**src/rtl/hilo_muldiv.sv**
```systemverilog
// HI/LO register pair with an iterative shift-add multiplier and restoring divider.
// One iteration per clock; MTHI/MTLO write directly from IDLE without stalling.
module hilo_muldiv #(
  parameter int DATA_W = 32,
  parameter int CNT_W  = 6
) (
  input  logic              clk,
  input  logic              rst,
  input  logic              start,
  input  logic [2:0]        op,
  input  logic [DATA_W-1:0] src_a,
  input  logic [DATA_W-1:0] src_b,
  input  logic              flush,
  output logic              ready,
  output logic              busy,
  output logic              done,
  output logic [DATA_W-1:0] hi_out,
  output logic [DATA_W-1:0] lo_out
);

  localparam logic [2:0] OP_MULT  = 3'b000;
  localparam logic [2:0] OP_MULTU = 3'b001;
  localparam logic [2:0] OP_DIV   = 3'b010;
  localparam logic [2:0] OP_DIVU  = 3'b011;
  localparam logic [2:0] OP_MTHI  = 3'b100;
  localparam logic [2:0] OP_MTLO  = 3'b101;
  localparam logic [CNT_W-1:0] LAST_IT = CNT_W'(DATA_W - 1);

  typedef enum logic [1:0] {IDLE, CALC, FIX} state_t;

  function automatic logic signed [DATA_W-1:0] neg_w(input logic signed [DATA_W-1:0] v,
                                                     input logic en);
    return en ? -v : v;
  endfunction

  function automatic logic signed [2*DATA_W-1:0] neg_dw(input logic signed [2*DATA_W-1:0] v,
                                                        input logic en);
    return en ? -v : v;
  endfunction

  state_t              state;
  logic [CNT_W-1:0]    cnt;
  logic [DATA_W-1:0]   a_mag;
  logic [DATA_W-1:0]   b_mag;
  logic [DATA_W-1:0]   a_raw;
  logic [2*DATA_W-1:0] acc;
  logic [DATA_W:0]     rem;
  logic                sgn_a;
  logic                sgn_b;
  logic                op_signed;
  logic                op_div;
  logic                b_zero;

  logic [DATA_W-1:0]          a_abs;
  logic [DATA_W-1:0]          b_abs;
  logic [DATA_W:0]            add_sum;
  logic [DATA_W:0]            shifted;
  logic [DATA_W+1:0]          diff;
  logic                       fits;
  logic signed [2*DATA_W-1:0] prod_fix;
  logic signed [DATA_W-1:0]   quo_fix;
  logic signed [DATA_W-1:0]   rem_fix;

  assign ready = (state == IDLE);
  assign busy  = !ready;

  // Signed requests (MULT/DIV, op[0]=0) iterate on magnitudes
  assign a_abs = neg_w(src_a, !op[0] && src_a[DATA_W-1]);
  assign b_abs = neg_w(src_b, !op[0] && src_b[DATA_W-1]);

  // Multiply: multiplier sits in acc low half and shifts out as the product shifts in
  assign add_sum = {1'b0, acc[2*DATA_W-1:DATA_W]} + (acc[0] ? {1'b0, a_mag} : '0);

  // Divide: dividend sits in acc low half, quotient bits shift in behind it
  assign shifted = {rem[DATA_W-1:0], acc[DATA_W-1]};
  assign diff    = {1'b0, shifted} - {2'b00, b_mag};
  assign fits    = !diff[DATA_W+1];

  assign prod_fix = neg_dw(acc, op_signed && (sgn_a ^ sgn_b));
  assign quo_fix  = neg_w(acc[DATA_W-1:0], op_signed && (sgn_a ^ sgn_b));
  assign rem_fix  = neg_w(rem[DATA_W-1:0], op_signed && sgn_a);

  always_ff @(posedge clk) begin
    if (state == IDLE && start && !op[2]) begin
      a_mag     <= a_abs;
      b_mag     <= b_abs;
      a_raw     <= src_a;
      sgn_a     <= src_a[DATA_W-1];
      sgn_b     <= src_b[DATA_W-1];
      op_signed <= !op[0];
      op_div    <= op[1];
      b_zero    <= (src_b == '0);
      rem       <= '0;
      acc       <= {{DATA_W{1'b0}}, (op[1] ? a_abs : b_abs)};
    end else if (state == CALC) begin
      if (op_div) begin
        rem              <= fits ? diff[DATA_W:0] : shifted;
        acc[DATA_W-1:0]  <= {acc[DATA_W-2:0], fits};
      end else begin
        acc <= {add_sum, acc[DATA_W-1:1]};
      end
    end
  end

  always_ff @(posedge clk) begin
    if (rst) begin
      state  <= IDLE;
      cnt    <= '0;
      done   <= 1'b0;
      hi_out <= '0;
      lo_out <= '0;
    end else begin
      done <= 1'b0;
      if (flush) begin
        state <= IDLE;
      end else begin
        case (state)
          IDLE: begin
            if (start) begin
              case (op)
                OP_MTHI: hi_out <= src_a;
                OP_MTLO: lo_out <= src_a;
                OP_MULT, OP_MULTU, OP_DIV, OP_DIVU: begin
                  cnt   <= '0;
                  state <= CALC;
                end
                default: ;
              endcase
            end
          end
          CALC: begin
            cnt <= cnt + 1'b1;
            if (cnt == LAST_IT) state <= FIX;
          end
          FIX: begin
            if (!op_div) begin
              {hi_out, lo_out} <= prod_fix;
            end else if (b_zero) begin
              hi_out <= a_raw;
              lo_out <= '1;
            end else begin
              hi_out <= rem_fix;
              lo_out <= quo_fix;
            end
            done  <= 1'b1;
            state <= IDLE;
          end
          default: state <= IDLE;
        endcase
      end
    end
  end

endmodule

```
**config.mk**
```make
export PLATFORM = sky130hd
export DESIGN_NAME = hilo_muldiv
export DESIGN_NICKNAME = d
export VERILOG_FILES = /design/src/rtl/hilo_muldiv.sv
export SDC_FILE = /design/constraint.sdc
export NUM_CORES = 1
export LEC_CHECK = 0
export BUFFER_PORTS_ARGS = -buffer_cell sky130_fd_sc_hd__buf_4
export CORE_UTILIZATION = 40
export DETAILED_ROUTE_END_ITERATION = 7
export RECOVER_POWER = 50
export SKIP_CTS_REPAIR_TIMING = 1
export SLEW_MARGIN = 10
export SYNTH_ARGS = -nofsm -noshare
export SYNTH_HDL_FRONTEND = slang
export SYNTH_SLANG_ARGS = --single-unit
```
**constraint.sdc**
```tcl
create_clock -name clk -period 13.25 [get_ports clk]
set_clock_uncertainty 0.15 [all_clocks]
set_input_delay 1.325 -clock clk [delete_from_list [all_inputs] [get_ports clk]]
set_output_delay 1.325 -clock clk [all_outputs]
set_load 0.005 [all_outputs]
```
After elaboration in Yosys (flattened, before gate mapping)
Cells that the tools add are included. Widths: inputs -> output; s select.

$add $sub $neg: 8. Multiplexer cells: 29. Equality and inequality tests: 13. Bitwise logic cells: 3. Reduce and logical (&&, ||, !) cells: 24.

Operators with widths (count): $mux 32 (18); $neg 32->32 (4); $pmux 32 s2 (2); $mux 64 (1); $neg 64->64 (1); $sub 33x32->34 (1); $add 32x32->33 (1); $logic_not 32->1 (1); $mux 6 (2); $pmux 6 s2 (1); $reduce_and 4->1 (3); $ne 2x1->1 const B (4); $add 6x1->6 const B (1); $eq 3x2->1 const B (2); $eq 3x3->1 const B (2); $eq 6x5->1 const B (1); $logic_and 1x1->1 (6); $mux 2 (3); $reduce_bool 2->1 (3); $logic_not 1->1 (4); $pmux 2 s2 (1); $reduce_and 2->1 (2); $reduce_or 4->1 (1); $eq 3x1->1 const B (1); 10 further kinds (11).

Output and inout bits: 67. Flip-flop bits (word level): 270.

Longest topological paths before layout
Gate-level depths: netlist of the first run.

Depth in word-level cells: 6. Mapped depth: 14. Mapped depth without buffers: 12.

Least setup slack after synthesis of the first run
OpenSTA, ideal clock, no wires.

Kind: input -> register. Start point: input port start. End point: register a_mag[0], enable pin. Setup slack: 7772 ps. Library setup time: 502 ps. Cell stages on the path: 5. Buffers on the path: 2. Required time: 12598 ps. Arrival time: 4826 ps. Cells stage by stage: nor2b_1 nand2_1 inv_1 clkbuf_1 clkbuf_1.

Word-level cells in the longest chain between the ends: 2.

RTL lines: start, declared (RTL line 9) `input logic start,`; $logic_and 1x1->1 (2 in a row) (RTL line 84) `if (state == IDLE && start && !op[2]) begin`; end signal, assigned (RTL line 85) `a_mag <= a_abs;`; end, declared (RTL line 43) `logic [DATA_W-1:0] a_mag;`.

Every way passes these cells. A chain may end at the register's enable or synchronous reset.

Worst setup path after layout of the first run
Start point: input port op[1]. End point: register lo_out[6].

Word-level cells in the longest chain between the ends: 3.

RTL lines: start, declared (RTL line 10) `input logic [2:0] op,`; $eq 3x3->1 (RTL line 120) `case (op)`; $ne 2x1->1 (no line); $reduce_and 4->1 (no line); end signal, assigned (RTL line 122) `OP_MTLO: lo_out <= src_a;`; end signal, assigned (RTL line 137) `{hi_out, lo_out} <= prod_fix;`; end signal, assigned (RTL line 143) `lo_out <= quo_fix;`; end, declared (RTL line 18) `output logic [DATA_W-1:0] lo_out`.

Every way passes these cells.

==> impl_metrics.tcl, run 1 <==
set metrics [dict create \
    endpoint_kind "flip-flop" \
    core_area_mm2 0.0435 \
    drc 0 \
    synth-compound-area-share_pct 23.0 \
    tightestPinTransition_ps 3060 \
    async_reset_ff_share_pct 0 \
    netlist_top_cells_area "edfxtp_1 22%, dfxtp_1 15%, a21oi_1 6.8%" \
    hold_viol 0 \
    critical-path-max-stage-delay_ps 1930 \
    p_leak_nw 7.71 \
    vias_per_cell 5.92 \
    ys_warn_count 0 \
    critPathArrivalTime_ps 5590 \
    reg2reg_from "state[0]" \
    fmax_mhz 183 \
    crit_fanout 38 \
    avgSynthCellArea_um2 8.53 \
    min_path_type "reg2reg" \
    synthCells 2085 \
    timing_worst_setup_path_type "in2reg" \
    period_needed_ps 5470 \
    drive_above_1_share_pct 8.08 \
    fp-row-count 76 \
    synth_top_family_by_area "compound AO/OA/AOI/OAI gates" \
    required_ps 13360 \
    cts_inserted_buffers 34 \
    area_growth_pct 13.5 \
    yosysUniqueCellTypes 69 \
    path_buf_inv 2 \
    cts_htree_levels 2 \
    crit_chain "clkbuf_1, nor2_1, a21oi_1, nand2b_1, clkbuf_1, nor2_1, o21ai_0, a21oi_1" \
    clkTransAtPathRegs_ps 60 \
    synth_xor_area_share_pct 9.80 \
    ant_nets 0 \
    vias 16400 \
    grt_max_degree 113 \
    synth.mux.area_fraction_pct 3.21 \
    grt_pass1_wl_um 96500 \
    initial_utilization_pct 40.9 \
    grtUsageTotal_pct 28.5 \
    antenna_found_initial 4 \
    ios 138 \
    netSwitchingFraction_pct 30.3 \
    synth_top_area_share_pct 22.1 \
    placed_area_mm2 0.0193 \
    timing.final.crit_share_pct 41.3 \
    clk_latency_ps 530 \
    overflow 0 \
    cp_top_family "buffers and inverters" \
    violations "max-capacitance violations, max-slew violations" \
    die_x_um 213 \
    drt_iter0_markers 1619 \
    dr.pass1.iters 6 \
    switching_power_w 0.000698 \
    p_int_w 0.00161 \
    slew_headroom_pct -104 \
    power.share.clock_pct 39.3 \
    die_area_mm2 0.0453 \
    crit_path_start "op[1]" \
    postSynthNetCount 2227 \
    status "finished, violations left" \
    power_per_cell_area_mw_per_mm2 114 \
    finalSetupViolCount 0 \
    synth_edf_count 131 \
    detail_route.wl_per_cell_um 23.3 \
    synth_adder_area_share_pct 5.08 \
    ir_drop_mv 0.0828 \
    cts.path.max_buffers 3 \
    start_kind "primary input" \
    rsz0062_at_grt "false" \
    first_global_vias 15600 \
    yosysTopAreaCell "edfxtp_1" \
    ys_seq_area_share_pct 37.5 \
    final_cells 2776 \
    drv_cap 5 \
    total_power_w 0.00230 \
    report.final.slew_viol_count 205 \
    hpwl_um 48500 \
    clock-root-buffer "clkbuf_16" \
    final_cell_area_mm2 0.0202 \
    cts_tree "yes" \
    ys_ff_latch 268 \
    yosys.area_share.simple_pct 17.1 \
    setup_tns_ps 0 \
    dp_cells 2714 \
    power_frac_comb_pct 19.0 \
    gp_congestion 0.981 \
    slowest_stage "clkbuf_1" \
    syn-cell-area_mm2 0.0178 \
    cts.sink_count 268 \
    power_frac_seq_pct 41.8 \
    min_from "hi_out[31]" \
    fill_cells 4283 \
    synth_top_flop_cell "dfxtp_1" \
    die_h_um 213 \
    route.final.wire_length_um 64700 \
    io_buffers 137 \
    nNetsFinal 2307 \
]
[path summary, 6_finish.rpt]
check | to | slack [ps] | cells after the start
worst min register to register | hi_out[31] | 300 | 2
worst min-delay path | hi_out[31] | 300 | 2
worst max register to register | acc[5] | 8670 | 7
worst max-delay path | lo_out[6] | 7780 | 8
[flip-flops by register name, indices dropped and copies added, names as in the netlist]
signal and cells:
a_mag 32, a_raw 31, acc 64, b_mag 32
b_zero 1, cnt 6, done 1, hi_out 32
lo_out 32, op_div 1, op_signed 1, rem 32
sgn_b 1, state 2
[routing by layer]
layer,part of all wire [%],GRT usage [%],vias up,wire (um)
li1,-,-,7777,-
met2,44,43.6,707,28400
met5,0.019,0,-,12
met3,9.7,7.19,117,6260
met1,43,38.5,7838,27800
met4,3.5,10.7,2,2260
[kinds of logic after synthesis]
kind of cell | Yosys count
and+or+nand+nor | 629
muxes | 57
adders and majority gates | 71
buffers and inverters | 199
xor gates and xnor gates | 199
DFF | 268
AOI/OAI and AO/OA | 662
[metrics by stage]
step | setup slack (ps) | utilization, % | hold slack [ps]
after CTS | 9160 | 46.9 | 305
after floorplan | 7770 | - | 298
after global routing | 7420 | 46.5 | 319
after detailed placement | 8810 | 44.5 | 297
final | 7780 | 46.5 | 300
after global placement | 8730 | 44.5 | 294
[area by class of cell]
type                            instances  area, um2  area share, %
Sequential cell                       268       6680           33.1
Inverter                               80        305           1.51
Multi-Input combinational cell       1618      10400           51.5
Timing Repair Buffer                  163       1010           5.02
Tap cell                              585        732           3.63
Clock buffer                           54       1030           5.09
Antenna cell                            1       2.50         0.0124
Clock inverter                          7       42.5          0.211
[worst min-delay path, cell delays in order (launching register included)]
cell	delay (ps)
dfxtp_1	310
nand2_1	50
a21oi_1	50
[cells in the final DEF (no fill, tap or decap), types with 19 or more instances in the layout]
master / instances
buf_4: 55
and2_1: 45
clkbuf_16: 36
xnor2_1: 111
dfxtp_1: 137
ha_1: 69
mux2i_1: 57
inv_1: 78
nor2_1: 161
nand3_1: 20
clkbuf_1: 68
o211ai_1: 19
clkbuf_4: 52
edfxtp_1: 131
nor4_1: 25
a21oi_1: 240
a31oi_1: 40
a211oi_1: 48
nand2_1: 198
o221ai_1: 30
nor3_1: 54
xor2_1: 88
a21o_1: 36
o31ai_1: 25
o21ai_0: 131
nor2b_1: 35
[power by group through the flow]
stage               clock network, W  logic (W)  registers [W]
global placement                   0   0.000429       0.000977
global route                0.000950   0.000476       0.000967
detailed placement                 0   0.000432       0.000978
finish                      0.000905   0.000437       0.000962
floorplan                          0   0.000287       0.000960
CTS                         0.000916   0.000435       0.000961
[synthesized netlist by cell type (all sizes together) (5+ instances only)]
master and n:
a2111oi 7, a211oi 48, a21o 36, a21oi 242, a221oi 5, a22o 7, a311oi 5, a31oi 41
and2 45, and3 13, and4 5, buf 10, clkbuf 109, dfxtp 137, edfxtp 131, ha 69
inv 79, mux2i 57, nand2 198, nand2b 17, nand3 20, nand4 12, nor2 163, nor2b 36
nor3 57, nor4 28, o211ai 19, o21a 8, o21ai 134, o21bai 5, o221ai 30, o22ai 11
o31ai 25, o41ai 12, or2 5, or3 10, or4 9, xnor2 111, xor2 88
(Power assumes the default switching activity.)
==> run 2: changes to the inputs <==
- clock period: 13.25 -> 4.49 ns (I/O delays scaled with it)
==> impl_metrics.tcl, run 2 (synthesis gave the netlist of run 1 again) <==
set metrics [dict create \
    crit_fanout 13 \
    endpoint_kind "flip-flop" \
    layout_commonest_cell "a21oi_1" \
    slew_headroom_pct -80.1 \
    grt_pass1_wl_um 96000 \
    vias 16800 \
    timing.final.crit_share_pct 88.4 \
    timing_worst_setup_path_type "reg2reg" \
    hold_depth 2 \
    required_ps 4740 \
    hpwl_um 48800 \
    vias_per_cell 5.97 \
    finalSetupViolCount 0 \
    ir_drop_mv 0.318 \
    drt_iter0_markers 1639 \
    dr.pass1.iters 6 \
    fmax_mhz 252 \
    power_per_cell_area_mw_per_mm2 329 \
    cts.path.max_buffers 3 \
    violations "max-capacitance violations, max-slew violations" \
    critPathArrivalTime_ps 4220 \
    clock-root-buffer "clkbuf_16" \
    drive_above_1_share_pct 8.96 \
    cts.sink_count 268 \
    reg2reg_depth 12 \
    antenna_found_initial 0 \
    ios 138 \
    initial_utilization_pct 40.9 \
    core_area_mm2 0.0435 \
    hold_viol 0 \
    die_h_um 213 \
    cts_tree "yes" \
    rsz0062_at_grt "false" \
    grt_max_degree 82 \
    placed_area_mm2 0.0194 \
    grtUsageTotal_pct 28.1 \
    die_x_um 213 \
    nNetsFinal 2349 \
    min_path_type "in2reg" \
    report.final.slew_viol_count 152 \
    p_int_w 0.00474 \
    tightestPinTransition_ps 2700 \
    status "finished, violations left" \
    layout_common_cells "240 x a21oi_1, 198 x nand2_1, 162 x nor2_1, 137 x dfxtp_1, 132 x o21ai_0" \
    setup_tns_ps 0 \
    cts_htree_levels 1 \
    fp-row-count 76 \
    p_leak_nw 7.92 \
    ant_nets 0 \
    drv_cap 3 \
    final_cell_area_mm2 0.0206 \
    start_kind "flip-flop" \
    drc 0 \
    gp_congestion 0.977 \
    power_frac_comb_pct 19.5 \
    switching_power_w 0.00206 \
    overflow 0 \
    route.final.wire_length_um 64400 \
    first_global_vias 15300 \
    area_growth_pct 15.9 \
    clk_latency_ps 590 \
    largest_reg_flops 64 \
    io_buffers 137 \
    clkTransAtPathRegs_ps 60 \
    cts_inserted_buffers 30 \
    die_area_mm2 0.0453 \
    netSwitchingFraction_pct 30.2 \
    power_frac_seq_pct 41.7 \
    detail_route.wl_per_cell_um 22.9 \
    power.share.clock_pct 38.7 \
    period_needed_ps 3970 \
    max_flop_register "acc" \
]
## run 2: cell count changes in the layout (fill, tap and decap cells not counted), moves of 3 or more
cell           previous run  this run
clkbuf_1                 68        56
clkinv_1                  4         1
clkinv_2                  0         5
clkbuf_16                36        33
clkbuf_4                 52        56
inv_6                     3         0
dlygate4sd3_1             0        31
buf_4                    55        67
clkinvlp_4                1         4
## run 2: power groups by stage
stage	logic (W)	registers, W	clock network (W)
finish	0.00133	0.00284	0.00263
global route	0.00144	0.00285	0.00275
CTS	0.00130	0.00283	0.00265
detailed placement	0.00128	0.00288	0
global placement	0.00127	0.00288	0
floorplan	0.000848	0.00283	0
## run 2: cell type report
type | count | area, um2
Timing Repair Buffer | 209 | 1460
Clock inverter | 12 | 130
Sequential cell | 268 | 6680
Inverter | 80 | 304
Fill cell | 4283 | 22800
Clock buffer | 44 | 927
Multi-Input combinational cell | 1618 | 10400
Antenna cell | 2 | 5.00
Tap cell | 585 | 732
## run 2: worst max-delay path: stages (launching register included)
cell       delay, ps
edfxtp_1         540
and2_1           210
ha_1             200
fa_1             430
a211oi_1         300
o21ai_0          260
nand3_1          210
a311oi_1         180
o21ai_0          260
nand2_1          100
a221o_1          340
a2111oi_0        480
nor4_1           110
## run 2: per-stage QoR
stage                     util [%]  hold slack, ps  setup slack, ps  power (W)  instances
final                         47.5            97.2              521    0.00679       2818
after global routing          47.4            90.1              136    0.00703       2816
after CTS                     47.2           -94.9              554    0.00678       2785
after detailed placement      44.8             295              563    0.00417       2729
after global placement        44.8             296              610    0.00416       2729
after floorplan                  -             298             1230    0.00368       2085
## run 2: worst paths after layout
check             from         to  slack [ps]
min reg2reg  lo_out[3]  lo_out[3]         310
min          src_b[30]  b_mag[30]         100
max             acc[0]    acc[63]         520
max reg2reg     acc[0]    acc[63]         520
## run 2: per-layer routing
metal	part of all wire (%)	global-route usage, %	up-vias
met5	0	0	-
met4	2.1	6.82	0
met3	9.2	3.57	90
met2	44	42.9	799
met1	45	41.7	8055
li1	-	-	7868
==> run 3: changes to the inputs <==
- ABC_AREA: unset -> 1
- CORE_UTILIZATION: 40 -> 30
==> impl_metrics.tcl, run 3 <==
set metrics [dict create \
    finalSetupViolCount 0 \
    setup_tns_ps 0 \
    die_h_um 267 \
    cts_htree_levels 2 \
    layout_commonest_cell "nand2_1" \
    drive_above_1_share_pct 6.35 \
    dp_slack_ps 1340 \
    p_leak_nw 11.3 \
    cts.path.max_buffers 3 \
    drt_iter0_markers 2548 \
    period_needed_ps 3650 \
    drv_cap 4 \
    min_path_type "in2reg" \
    required_ps 4710 \
    setup_slack_ps 839 \
    dr.pass1.iters 6 \
    cts.sink_count 268 \
    hold_depth 2 \
    core_area_mm2 0.0691 \
    power_per_cell_area_mw_per_mm2 334 \
    reg2reg_from "state[0]" \
    route.final.wire_length_um 92400 \
    detail_route.wl_per_cell_um 20.8 \
    clkTransAtPathRegs_ps 60 \
    io_buffers 137 \
    min_from "src_b[30]" \
    reg2reg_depth 6 \
    overflow 0 \
    ys_seq_area_share_pct 31.6 \
    first_global_vias 21200 \
    ys_warn_count 0 \
    grt_pass1_wl_um 135000 \
    layout_common_cells "912 x nand2_1, 530 x nor2_1, 404 x inv_1, 319 x o21ai_0, 244 x nand3_1" \
    hold_viol 0 \
    synth_most_common_cell "nand2_1" \
    crit_path_start "state[0]" \
    area_growth_pct 15.5 \
    vias_per_cell 5.19 \
    timing.final.crit_share_pct 81.3 \
    synth_edf_count 131 \
    ir_drop_mv 0.252 \
    timing_worst_setup_path_type "reg2reg" \
    gp_congestion 1.06 \
    regToRegEndpoint "acc[9]" \
    ys_ff_latch 268 \
    fmax_mhz 274 \
    nNetsFinal 3626 \
    crit_fanout 139 \
    syn-cell-area_mm2 0.0211 \
    start_kind "flip-flop" \
    report.final.slew_viol_count 260 \
    avgSynthCellArea_um2 6.27 \
    grtUsageTotal_pct 25.4 \
    ant_nets 0 \
    r2r_slack_ps 840 \
    ios 138 \
    antenna_found_initial 2 \
    vias 23100 \
    synth_common_cells "911 x nand2_1, 531 x nor2_1, 403 x inv_1, 319 x o21ai_0, 244 x nand3_1" \
    synth_top_flop_cell "dfxtp_1" \
    clk_latency_ps 570 \
    fp-row-count 96 \
    tightestPinTransition_ps 2410 \
    synth_top_area_share_pct 18.6 \
    grt_max_degree 140 \
    endpoint_kind "flip-flop" \
    largest_reg_flops 64 \
    clock-root-buffer "clkbuf_16" \
    netlist_top_cells_area "edfxtp_1 19%, nand2_1 16%, dfxtp_1 13%" \
    cts_tree "yes" \
    placed_area_mm2 0.0230 \
    critical_path.endpoint "acc[9]" \
    die_x_um 267 \
    async_reset_ff_share_pct 0 \
    yosysTopAreaCell "edfxtp_1" \
    max_flop_register "acc" \
    fill_cells 7715 \
    status "finished, violations left" \
    initial_utilization_pct 30.6 \
    rsz0062_at_grt "false" \
    critPathArrivalTime_ps 3870 \
    cts_inserted_buffers 36 \
    die_area_mm2 0.0715 \
    postSynthNetCount 3512 \
    yosysUniqueCellTypes 57 \
    slew_headroom_pct -61.3 \
    drc 0 \
    violations "max-capacitance violations, max-slew violations" \
    synthCells 3370 \
    final_cell_area_mm2 0.0244 \
    hpwl_um 74000 \
]
-- run 3: per-stage QoR --
stage               hold slack [ps]  util [%]  cells  total power (W)
floorplan                       304         -   3370          0.00423
global placement                315      33.3   4347          0.00501
detailed placement              317      33.3   4347          0.00500
CTS                           -80.1      35.2   4412          0.00812
global route                   64.7      35.3   4442          0.00849
finish                         60.3      35.3   4443          0.00814
-- run 3: worst min path at each step --
stage	to	slack, ps
6_report	b_zero	60
5_1_grt	b_zero	60
4_1_cts	a_raw[6]	-80
3_5_place_dp	lo_out[8]	320
3_3_place_gp	lo_out[8]	320
2_1_floorplan	state[0]	300
-- run 3: worst max-delay path, cell delays in order (launching register included) --
cell      delay [ps]
dfxtp_1          390
inv_1            130
nand2_1          170
nor3_4           170
clkbuf_4        1420
o21ai_0          650
o22ai_1          320
-- run 3: power breakdown --
group	internal, W	switching (W)
Combinational	0.000624	0.00145
Sequential	0.00274	0.000193
Clock	0.00188	0.00125
Total	0.00524	0.00289
-- run 3: logic make-up after synthesis --
group,synth area share (%)
and+or+nand+nor,35.9
buffers and inverters,9.70
AOI/OAI and AO/OA,15.5
DFF,31.6
xor gates and xnor gates,3.03
adders and majority gates,4.28
-- run 3: area by class of cell --
type | count | area, um2 | area share [%]
Clock inverter | 22 | 309 | 1.27
Antenna cell | 1 | 2.50 | 0.0103
Tap cell | 931 | 1160 | 4.78
Multi-Input combinational cell | 2577 | 12400 | 50.8
Inverter | 412 | 1550 | 6.34
Timing Repair Buffer | 189 | 1350 | 5.51
Clock buffer | 43 | 951 | 3.90
Sequential cell | 268 | 6680 | 27.4
-- run 3: per-layer routing --
metal / GRT usage, % / routed length, um / vias to the layer above
met1: 34.8 / 40500 / 10700
met2: 38.3 / 39500 / 949
met3: 4.03 / 7140 / 189
li1: - / - / 11200
met4: 13.2 / 5230 / 2
met5: 0 / 11 / -
